## config.mk

```make
export PLATFORM = sky130hd
export DESIGN_NAME = ssd_scan_ctrl
export DESIGN_NICKNAME = d
export VERILOG_FILES = /design/src/rtl/ssd_pkg.sv /design/src/rtl/ssd_hex_decoder.sv /design/src/rtl/ssd_scan_ctrl.sv
export SDC_FILE = /design/constraint.sdc
export NUM_CORES = 1
export LEC_CHECK = 0
export ABC_AREA = 1
export ABC_CLOCK_PERIOD_IN_PS = 4300
export CORE_AREA = 2 2 110 112
export CTS_CLUSTER_DIAMETER = 200
export DETAILED_ROUTE_END_ITERATION = 7
export DIE_AREA = 0 0 112 114
export PLACE_DENSITY = 0.62
export SLEW_MARGIN = 30
export SYNTH_ARGS = -nofsm -noshare
export SYNTH_HDL_FRONTEND = slang
export SYNTH_SLANG_ARGS = --single-unit
export TNS_END_PERCENT = 20
```

## constraint.sdc

```tcl
create_clock -name clk -period 4.3 [get_ports clk]
set_input_delay 0.86 -clock clk [delete_from_list [all_inputs] [get_ports clk]]
set_output_delay 0.86 -clock clk [all_outputs]
set_load 0.02 [all_outputs]
```

## src/rtl/ssd_pkg.sv

```systemverilog
// Shared definitions for the multiplexed seven-segment display controller:
// register map offsets, CTRL/STATUS bit positions and the scan state type.
package ssd_pkg;

  localparam logic [31:0] DATA_OFS   = 32'h0000_0000;
  localparam logic [31:0] CTRL_OFS   = 32'h0000_0004;
  localparam logic [31:0] STATUS_OFS = 32'h0000_0008;

  localparam int CTRL_EN_BIT    = 0;
  localparam int CTRL_LZB_BIT   = 1;
  localparam int CTRL_MASK_LSB  = 8;
  localparam int STATUS_GAP_BIT = 8;

  typedef enum logic {
    LIT = 1'b0,
    GAP = 1'b1
  } scan_state_e;

  // Word-granular window decode; the byte-lane bits of the address are ignored.
  function automatic logic addr_hit(input logic [31:0] addr,
                                    input logic [31:0] base,
                                    input logic [31:0] ofs);
    return addr[31:2] == (base[31:2] + ofs[31:2]);
  endfunction

endpackage

```

## src/rtl/ssd_hex_decoder.sv

```systemverilog
// Hex nibble to seven-segment pattern, segments gfedcba with bit0 = a,
// active-high. One instance is shared by all scanned digits.
module ssd_hex_decoder (
  input  logic [3:0] nibble,
  output logic [6:0] segments
);

  always_comb begin
    segments = 7'h00;
    case (nibble)
      4'h0: segments = 7'h3F;
      4'h1: segments = 7'h06;
      4'h2: segments = 7'h5B;
      4'h3: segments = 7'h4F;
      4'h4: segments = 7'h66;
      4'h5: segments = 7'h6D;
      4'h6: segments = 7'h7D;
      4'h7: segments = 7'h07;
      4'h8: segments = 7'h7F;
      4'h9: segments = 7'h6F;
      4'hA: segments = 7'h77;
      4'hB: segments = 7'h7C;
      4'hC: segments = 7'h39;
      4'hD: segments = 7'h5E;
      4'hE: segments = 7'h79;
      4'hF: segments = 7'h71;
      default: segments = 7'h00;
    endcase
  end

endmodule

```

## src/rtl/ssd_scan_ctrl.sv

```systemverilog
// Memory-mapped N-digit multiplexed seven-segment controller with a one-cycle
// dead-time gap between digits, leading-zero blanking and per-digit masking.
module ssd_scan_ctrl
  import ssd_pkg::*;
#(
  parameter int          NUM_DIGITS     = 4,
  parameter int          REFRESH_DIV    = 50000,
  parameter logic [31:0] BASE_ADDR      = 32'h0000_0100,
  parameter bit          SEG_ACTIVE_LOW = 1'b0
) (
  input  logic                  clk,
  input  logic                  reset,
  input  logic                  mem_write_enable,
  input  logic [31:0]           write_addr,
  input  logic [31:0]           write_data,
  input  logic [31:0]           read_addr,
  output logic [31:0]           read_data,
  output logic                  read_hit,
  output logic [6:0]            ssd_pins,
  output logic [NUM_DIGITS-1:0] digit_sel
);

  localparam int DW = 4 * NUM_DIGITS;
  localparam int PW = (REFRESH_DIV > 2) ? $clog2(REFRESH_DIV) : 1;

  if (NUM_DIGITS < 1 || NUM_DIGITS > 8) begin : g_bad_num_digits
    $error("ssd_scan_ctrl: NUM_DIGITS must be in 1..8");
  end
  if (REFRESH_DIV < 2) begin : g_bad_refresh_div
    $error("ssd_scan_ctrl: REFRESH_DIV must be at least 2");
  end

  logic [DW-1:0]         data_q;
  logic                  en_q, lzb_q;
  logic [NUM_DIGITS-1:0] mask_q;
  scan_state_e           state_q, state_d;
  logic [PW-1:0]         presc_q, presc_d;
  logic [2:0]            idx_q, idx_d;

  logic wr_data, wr_ctrl;
  assign wr_data = mem_write_enable && addr_hit(write_addr, BASE_ADDR, DATA_OFS);
  assign wr_ctrl = mem_write_enable && addr_hit(write_addr, BASE_ADDR, CTRL_OFS);

  // Byte-lane address bits and unimplemented data bits are deliberately dropped.
  logic unused_bits;
  assign unused_bits = ^{write_addr[1:0], read_addr[1:0], write_data};

  // NOTE: every flop is updated with <= so all registers sample pre-edge values,
  // which is also what makes a same-cycle read return the pre-write contents.
  always_ff @(posedge clk or negedge reset) begin
    if (!reset) begin
      data_q <= '0;
      en_q   <= 1'b1;
      lzb_q  <= 1'b0;
      mask_q <= '0;
    end else begin
      if (wr_data) data_q <= write_data[DW-1:0];
      if (wr_ctrl) begin
        en_q   <= write_data[CTRL_EN_BIT];
        lzb_q  <= write_data[CTRL_LZB_BIT];
        mask_q <= write_data[CTRL_MASK_LSB +: NUM_DIGITS];
      end
    end
  end

  logic [31:0] data_word, ctrl_word, status_word, read_mux;
  logic        read_match;
  assign data_word = 32'(data_q);

  always_comb begin
    ctrl_word                                 = '0;
    ctrl_word[CTRL_EN_BIT]                    = en_q;
    ctrl_word[CTRL_LZB_BIT]                   = lzb_q;
    ctrl_word[CTRL_MASK_LSB +: NUM_DIGITS]    = mask_q;
    status_word                               = '0;
    status_word[2:0]                          = idx_q;
    status_word[STATUS_GAP_BIT]               = (state_q == GAP);
  end

  always_comb begin
    read_mux   = '0;
    read_match = 1'b1;
    if (addr_hit(read_addr, BASE_ADDR, DATA_OFS))        read_mux = data_word;
    else if (addr_hit(read_addr, BASE_ADDR, CTRL_OFS))   read_mux = ctrl_word;
    else if (addr_hit(read_addr, BASE_ADDR, STATUS_OFS)) read_mux = status_word;
    else                                                 read_match = 1'b0;
  end

  always_ff @(posedge clk or negedge reset) begin
    if (!reset) begin
      read_data <= '0;
      read_hit  <= 1'b0;
    end else begin
      read_data <= read_mux;
      read_hit  <= read_match;
    end
  end

  // NOTE: next-state signals get their hold values first so no path through
  // this block can leave them unassigned and infer a latch.
  always_comb begin
    state_d = state_q;
    presc_d = presc_q;
    idx_d   = idx_q;
    if (en_q) begin
      case (state_q)
        LIT: begin
          if (presc_q == PW'(REFRESH_DIV - 1)) begin
            presc_d = '0;
            state_d = GAP;
          end else begin
            presc_d = presc_q + 1'b1;
          end
        end
        GAP: begin
          idx_d   = (idx_q == 3'(NUM_DIGITS - 1)) ? 3'd0 : idx_q + 3'd1;
          state_d = LIT;
        end
        default: state_d = LIT;
      endcase
    end
  end

  always_ff @(posedge clk or negedge reset) begin
    if (!reset) begin
      state_q <= LIT;
      presc_q <= '0;
      idx_q   <= '0;
    end else begin
      state_q <= state_d;
      presc_q <= presc_d;
      idx_q   <= idx_d;
    end
  end

  logic [3:0]            nibble;
  logic [6:0]            seg_dec;
  logic [7:0]            mask_word;
  logic                  lzb_dark, dark;
  logic [NUM_DIGITS-1:0] onehot;

  assign nibble = data_word[{idx_q, 2'b00} +: 4];

  ssd_hex_decoder u_dec (
    .nibble   (nibble),
    .segments (seg_dec)
  );

  // Leading-zero: this digit and every digit above it are zero; digit 0 always shows.
  assign lzb_dark  = lzb_q && (idx_q != 3'd0) && ((data_word >> {idx_q, 2'b00}) == 32'd0);
  assign mask_word = 8'(mask_q);
  assign dark      = mask_word[idx_q] || lzb_dark;
  assign onehot    = NUM_DIGITS'(1) << idx_q;

  logic [6:0]            seg_q;
  logic [NUM_DIGITS-1:0] sel_q;

  always_ff @(posedge clk or negedge reset) begin
    if (!reset) begin
      seg_q <= '0;
      sel_q <= '0;
    end else if (en_q && (state_q == LIT) && !dark) begin
      seg_q <= seg_dec;
      sel_q <= onehot;
    end else begin
      seg_q <= '0;
      sel_q <= '0;
    end
  end

  assign ssd_pins  = seg_q ^ {7{SEG_ACTIVE_LOW}};
  assign digit_sel = sel_q ^ {NUM_DIGITS{SEG_ACTIVE_LOW}};

endmodule

```

# Yosys cells after proc, flatten, opt, wreduce, memory -nomap -nowiden
# Memories as Yosys holds them, arrays and structs flattened.
# Cells that the tools add are included.
[op_classes] addsub=2 mul=0 n_div=0 n_lt_le_gt_ge=1 eq_ne=7 shifts=3 muxes=14 bitwise=1 reduce_logical=12
[ops] cell="30-bit by 7-bit == test with 1-bit output (second input constant)" count=5
[ops] cell="32-bit logical NOT" count=1
[ops] cell="32-bit 2-to-1 mux" count=1
[ops] cell="32-bit by 6-bit variable part select with 4-bit output" count=1
[ops] cell="16-bit by 5-bit right shift with 32-bit output" count=1
[ops] cell="16-bit by 1-bit adder with 16-bit output (second input constant)" count=1
[ops] cell="16-bit == test (second input constant)" count=1
[ops] cell="16-bit 2-to-1 mux" count=1
[ops] cell="12-bit 2-to-1 mux" count=1
[ops] cell="9-bit 2-to-1 mux" count=1
[ops] cell="7-bit 2-to-1 mux" count=1
[ops] cell="1-bit logical AND" count=6
[ops] cell="1-bit 2-to-1 mux" count=5
[ops] cell="3-bit by 4-bit < comparator with 1-bit output (second input constant)" count=1
[ops] cell="4-bit 2-to-1 mux" count=1
[ops] cell="2-bit AND reduction" count=2
[ops] cell="1-bit by 3-bit << shifter with 4-bit output (first input constant)" count=1
[ops] cell="3-bit by 1-bit adder with 3-bit output (second input constant)" count=1
[ops] cell="1-bit binary-select mux with 3-bit select" count=1
[ops] cell="3-bit by 2-bit == test with 1-bit output (second input constant)" count=1
[ops] cell="3-bit 2-to-1 mux" count=1
[ops] cell="3-bit nonzero test" count=1
[ops] cell="1-bit one-hot mux with 2 select lines" count=1
[ops] cell="1-bit logical NOT" count=1
[ops] cell="other kinds (2)" count=2
[totals] register_bits=86 latch_bits=0 ram_bits=0 rom_bits=112 in_bits=99 output_inout_bits=44 elab_cells=52 n_memories=1
[memory_table] name="(name not given)" depth=16 width=7 read_ports=1 rd_clocked_by_memory_dff=0 wr=0 line="ssd_hex_decoder.sv:10" source="case (nibble)"

# Logic depth before layout (Yosys ltp)
# Gate-level depths: netlist of the first run.
[logic_depth] ltp_word=7 depth_mapped=16

# Hierarchy
# Synthesis of the first run repeated with hierarchy kept, for this count alone.
[hier_totals] hier_cells=552 area_unflattened_um2=4021.4
[modules_own_cells] module="ssd_scan_ctrl" n_inst=1 cells_each=500 area_per_inst_um2=3751.1 seq_area_each_um2=1752.9
[modules_own_cells] module="ssd_hex_decoder" n_inst=1 cells_each=52 area_per_inst_um2=270.3 seq_area_each_um2=0.0

# Least setup slack after synthesis of the first run
# OpenSTA, ideal clock, no wires.
[synth_path] path_type="reg2reg" from="reg idx_q[0]" to="reg seg_q[2] (netlist: ssd_pins[2])" arrival_time_ns=1.841 path_slack_ns=2.336 path_stages_with_launch=17 path_buffers=3 period_less_slack_ns=1.964 path_cell_list="dfrtp_1 > buf_6 > buf_6 > nand2_1 > o21ai_1 > nand2_1 > nand2_1 > inv_1 > ha_1 > inv_1 > nor3_2 > nand2_1 > nor2_1 > nand3_1 > nand2_2 > buf_6 > nor2_2"
[synth_via] elab_chain_cells=7
[synth_rtl] item="start: declaration" line="ssd_scan_ctrl.sv:38" source="logic [2:0] idx_q, idx_d;"
[synth_rtl] item="start signal: assignment" line="ssd_scan_ctrl.sv:132" source="idx_q <= idx_d;"
[synth_rtl] item="branches (longest 6 deep; another with memory 16 x 7 bit)"
[synth_rtl] item="7-bit 2-to-1 mux (*)" line="ssd_scan_ctrl.sv:162" source="end else if (en_q && (state_q == LIT) && !dark) begin"
[synth_rtl] item="end signal: assignment" line="ssd_scan_ctrl.sv:163" source="seg_q <= seg_dec;"
[synth_rtl] item="end: declaration" line="ssd_scan_ctrl.sv:155" source="logic [6:0] seg_q;"
# Every way passes the cells marked *. The select of a mux whose other input is x is not followed.
# A chain may end at the register's enable or synchronous reset.

# Worst setup path in the final report of the first run
[layout_path] from="reg idx_q[0]" to="reg seg_q[6] (netlist: ssd_pins[6])"
# Same word-level chain as after synthesis.

==> impl_results.md, run 1 <==
* Status: completed
* Lkg Pwr at 2.57 nW
* Most used DFF post-synth: dfrtp_1
* Sw frac at 0.215
* Yosys cell types at 31
* Maximum VDD drop at 0.000276 V
* PwrDens at 278 nW/µm²
* Pint at 0.00117 W
* Area of the multi-input gates at 1790 µm²
* CTS H-Tree Depth at 3
* Period utilisation layout at 0.590
* DP Area at 5070 µm²
* Global-route wire length before repair at 15.8 mm
* Final Hold Fails at 0
* Clk sinks at 70
* Final HPWL DP at 7.21 mm
* Worst Reg-to-Reg Cells at 12
* # port buffers at 106
* Post-DRT Antenna Nets at 0
* Synth area leaders: dfrtp_1 44%, nand2_1 13%, nor2_1 8.4%, inv_1 6.6%, nand3_1 5.1%
* Sequential fraction of the synthesis area at 0.443
* Crit path kind: reg2reg
* N_diodes at 0
* Worst min path class: reg2reg
* Post-CTS setup buffer count at 0
* CTS Hold Bufs at 0
* Logic pwr share at 0.076
* Max Slew Vio Count at 0
* Clock Tree Root: clkbuf_16
* P&R area growth vs syn at 35.7%
* Area occupied by registers at 1750 µm²
* Crit path DAT at 2.74 ns
* DR WL/cell at 11.6 µm
* Via count at 3548
* Worst R2R Setup Slack at 1.76 ns
* TritonRoute pass-1 iters at 4
* GRT Overall Usage at 0.151
* Fillers at 1192
* Yosys top cell by area: dfrtp_1
* Grt ovf at 0
* FF+latch count, synth at 70
* # rows at 40
* Sequential share of power at 0.442
* Worst Hold Endpoint: presc_q[2]
* Mapped Avg Cell Area at 7.40 µm²
* Final Setup Violations at 0
* FF-to-FF End: ssd_pins[6]
* FMAX at 394 MHz
* Final Net Count at 753
* Die width at 112 µm
* Routability cong. at 0.889
* Max Cap Viol at 0
* TNS Setup at 0 ns
* Largest net degree at the start of global routing at 41
* Final min period at 2.54 ns
* Die Footprint at 12800 µm²
* Die height at 114 µm
* Hold Crit Depth at 1
* Synth async-reset ratio at 1.00
* Worst-path clk slew at 0.06 ns
* Crit start category: register
* Synth warnings at 0
* CP Max Fanout at 21
* Initial Utilization at 0.338
* Cell count after synthesis at 534
* Measured slew at the worst slew-check pin at 0.723 ns
* Clk Latency, worst-skew pair at 0.33 ns
* PostCTS Resize Cnt at 0
* Drt drc at 0
* CTS tree: done
* CTS Buffer Depth at 2
* Initial antenna violation count at 0
* Vias/cell at 4.47
* Core area at 11700 µm²
* Crit Reg-Reg Startpoint: idx_q[0]
* Worst hold margin at 0.496 ns
* Clock power share at 0.482
* Clock Skew at 0.0102 ns
* Post-synthesis cell area at 3950 µm²
* Total Wirelength at 9.23 mm
* Share of layout cells above drive strength 1 at 0.0726
* Count of flip-flops with a built-in enable after synthesis at 0
* Cts bufs inserted at 9
* RSZ-0062 raised after global routing: false
* Vias in the first global route at 3552
* Count leader, synth: nand2_1
* Sw Pwr at 0.000320 W
* Hold Path Origin: presc_q[2]
* Io pins at 143
* Worst relative slew slack at 0.518
* Top cell types by occurrence after synthesis: 132 x nand2_1, 88 x nor2_1, 70 x inv_1, 69 x dfrtp_1, 40 x nand3_1
* Design area at 5360 µm²
* 1st-iter DRT viols at 180
* Synth top area share at 0.437
* CP endpoint kind: register
* Crit path required time at 4.50 ns
[routing by layer]
layer  routed length (µm)  vias to the layer above  track usage
met5                    0                        -            0
met4                  171                        0       0.0415
met3                  574                       15       0.0462
met2                 4600                      102        0.266
met1                 3890                     1588        0.180
li1                     -                     1843            -
[final cells by class]
class,count,area share
Tap cell,147,0.0343
Sequential cell,70,0.327
Timing Repair Buffer,108,0.200
Clock inverter,6,0.0119
Inverter,74,0.0518
Multi-Input combinational cell,380,0.334
Clock buffer,9,0.0420
[power groups by stage]
stage / sequential (W) / clock, W / combinational [W]
final: 0.000659 / 0.000718 / 0.000114
after global placement: 0.000671 / 0 / 0.000113
after detailed placement: 0.000671 / 0 / 0.000115
after CTS: 0.000659 / 0.000734 / 0.000116
after global routing: 0.000659 / 0.000765 / 0.000125
after floorplan: 0.000671 / 0 / 0.0000374
[per-stage QoR]
stage	util	total power, W	instances	setup slack (ns)
after global placement	0.433	0.000784	779	1.44
final	0.458	0.00149	794	1.76
after detailed placement	0.433	0.000786	779	1.44
after global routing	0.458	0.00155	794	1.47
after CTS	0.458	0.00151	794	1.75
after floorplan	-	0.000708	549	2.34
[cell families after synthesis]
logic type,Yosys count,synth area share
other cells,1,0.000949
simple gates,301,0.330
compound gates,48,0.0643
buf+inv,99,0.118
xor+xnor,4,0.00887
fa+ha+maj,11,0.0348
flops,70,0.443
[critical path, stage by stage, from the launching register on]
cell	delay [ns]
dfrtp_1	0.79
o21ai_0	0.28
nand2_1	0.13
nand2_1	0.11
inv_1	0.15
ha_1	0.16
inv_1	0.05
nor3_2	0.15
nand2_1	0.07
nor2_1	0.09
nand3_1	0.10
nand2_2	0.25
nor2_1	0.07
[cell usage in the layout, fill, tap and decap left out, types with 3 or more instances in the layout]
master             n
nand2_1          132
clkdlybuf4s50_1  105
nor2_1            88
inv_1             70
dfrtp_1           69
nand3_1           40
o21ai_0           28
conb_1            16
nor2_2            14
ha_1              11
o21ai_1            9
clkbuf_16          9
nand4_1            8
a21oi_1            7
nand3b_1           6
inv_2              4
nand2_2            4
nor3_1             4
xor2_1             3
[flip-flops by register name, summed over array words and instances, names as in the netlist, 3 cells and up]
| signal | cells |
|---|---|
| digit_sel | 4 |
| presc_q | 16 |
| data_q | 16 |
| idx_q | 3 |
| mask_q | 4 |
| read_data | 16 |
| ssd_pins | 7 |
[worst max path at each step]
stage / start / to / slack (ns)
floorplan: idx_q[0] / ssd_pins[2] / 2.34
global placement: read_addr[26] / read_data[2] / 1.44
detailed placement: read_addr[26] / read_data[2] / 1.44
CTS: idx_q[0] / ssd_pins[6] / 1.75
global route: idx_q[0] / ssd_pins[6] / 1.47
finish: idx_q[0] / ssd_pins[6] / 1.76
Power figures use the tool's default switching activity.
==> run 2, diff against run 1 <==
ABC_CLOCK_PERIOD_IN_PS = 2310   (was 4300)
PLACE_DENSITY = 0.64   (was 0.62)
clock period = 2.31 ns   (was 4.3 ns; I/O delays follow)
==> run 2 against run 1 <==
Design area increased by 2.0%. Combinational power increased by 90%. Maximum frequency increased by 22%. Register-to-register slack got worse by 1.5 ns. Final cell count increased by 1.3%. Clock skew decreased by 0.0050 ns. Setup slack got worse by 1.5 ns. Clock-buffer cell count increased by 3. Die area unchanged. Total power increased by 86%. Worst hold slack got worse by 0.35 ns. Wire length increased by 2.2%. Critical path type unchanged. Critical endpoint unchanged.
==> impl_results.md, run 2 (synthesized netlist as in run 1, its figures left out) <==
* PwrDens at 507 nW/µm²
* Final HPWL DP at 7.36 mm
* Met2 Usage GRT at 0.278
* Final Hold Fails at 0
* Die height at 114 µm
* Sw frac at 0.217
* Design area at 5470 µm²
* Status: completed
* DP Area at 5170 µm²
* Crit path DAT at 2.29 ns
* Clk Latency, worst-skew pair at 0.32 ns
* CTS Buffer Depth at 2
* Cts bufs inserted at 9
* Period utilisation layout at 0.903
* Max Slew Vio Count at 0
* Worst-path clk slew at 0.06 ns
* Commonest non-fill, non-tap cell in the layout: nand2_1
* Pint at 0.00217 W
* Most frequent cells in the layout: 132 x nand2_1, 105 x clkdlybuf4s50_1, 88 x nor2_1
* CP cell instances: buf_4 -> inv_2 -> nand2_1 -> nand3_1 -> nand2_1 -> inv_1 -> ha_1 -> inv_1 -> nor3_2 -> nand2_1 -> nor2_1 -> nand3_1 -> nand2_4 -> nor2_1
* N_diodes at 0
* Crit start category: register
* Grt ovf at 0
* GR Util met1 at 0.184
* Global routing's busiest layer: met2
* Final min period at 2.09 ns
* Die width at 112 µm
* Sequential share of power at 0.443
* Core area at 11700 µm²
* CP startpoint: idx_q[0]
* CTS tree: done
* Total Wirelength at 9.44 mm
* 1st-iter DRT viols at 173
* Clock Tree Root: clkbuf_16
* CTS H-Tree Depth at 3
* Clk sinks at 70
* Global-route wire length before repair at 16.2 mm
* Crit path required time at 2.52 ns
* Sw Pwr at 0.000601 W
* CTS Hold Bufs at 0
* P&R area growth vs syn at 38.4%
* DR WL/cell at 11.7 µm
* TritonRoute pass-1 iters at 4
* FMAX at 480 MHz
* Vias in the first global route at 3698
* Via count at 3631
* Logic pwr share at 0.078
* RSZ-0062 raised after global routing: false
* Clock Skew at 0.00515 ns
* CP max stage delay at 0.46 ns
* Crit Reg-Reg Startpoint: idx_q[0]
* Critical path buffers and inverters at 4
* TNS Setup at 0 ns
* Maximum VDD drop at 0.000284 V
* Post-DRT Antenna Nets at 0
* Critical path's top delay family: simple AND/OR/NAND/NOR gates
* PostCTS Resize Cnt at 0
* Worst hold margin at 0.144 ns
* CP Max Fanout at 11
* Max Cap Viol at 0
* Initial antenna violation count at 0
* GRT Overall Usage at 0.155
* CP max-delay cell: dfrtp_2
* Lkg Pwr at 2.62 nW
* Top flop regs: data_q: 16 flops, presc_q: 16 flops, read_data: 16 flops
* Routability cong. at 0.879
* Clock power share at 0.479
* # port buffers at 106
* CP endpoint kind: register
* Most frequent cell on the critical path: nand2_1
* Final Setup Violations at 0
* Final Net Count at 762
* Share of layout cells above drive strength 1 at 0.0883
* Final core utilization at 0.467
* Largest net degree at the start of global routing at 71
* # rows at 40
* Crit path kind: reg2reg
* Die Footprint at 12800 µm²
* Tot Pwr at 0.00277 W
* Initial Utilization at 0.338
* Drt drc at 0
* Worst min path class: in2async
* Met3 Use GR at 0.0425
* Post-CTS setup buffer count at 0
* Vias/cell at 4.52
* Io pins at 143
[run 2: cell count changes in the layout (fill, tap and decap cells not counted), sizes merged]
| cell | change |
|---|---|
| inv | +1 |
| bufinv | -1 |
| clkbuf | +3 |
| buf | +9 |
| clkinv | -2 |
[run 2: path summary, 6_finish.rpt]
check                               end  slack [ns]  depth (start not counted)
setup / recovery            ssd_pins[6]        0.22                         14
min in group clk             presc_q[5]        0.50                          1
hold / removal                data_q[0]        0.14                          2
setup reg to reg            ssd_pins[6]        0.22                         14
max in group asynchronous  digit_sel[2]        1.84                          2
hold reg to reg              presc_q[5]        0.50                          1
[run 2: per-stage QoR]
step | instances | setup WS (ns)
after floorplan | 549 | 0.346
final | 804 | 0.225
after global routing | 804 | 0.0274
after CTS | 804 | 0.139
after global placement | 788 | 0.147
after detailed placement | 788 | 0.111
[run 2: layout make-up]
class / count / area (µm²)
clock buffers: 12 / 267
clock inverters: 4 / 28.8
fillers: 1154 / 6240
inverters: 74 / 278
multi-input cells: 380 / 1790
flip-flops and latches: 70 / 1750
well taps: 147 / 184
repair buffers: 117 / 1160
[run 2: layer usage]
layer  wire length [µm]  vias to the layer above
li1                   -                     1862
met1               4120                     1650
met2               4650                      105
met3                544                       14
met4                116                        0
met5                  0                        -
[run 2: power by group through the flow]
stage | combinational, W | sequential (W) | clock, W
2_1_floorplan | 0.0000697 | 0.00125 | 0
3_3_place_gp | 0.000214 | 0.00125 | 0
3_5_place_dp | 0.000219 | 0.00125 | 0
4_1_cts | 0.000219 | 0.00123 | 0.00136
5_1_grt | 0.000236 | 0.00123 | 0.00142
6_report | 0.000217 | 0.00123 | 0.00133
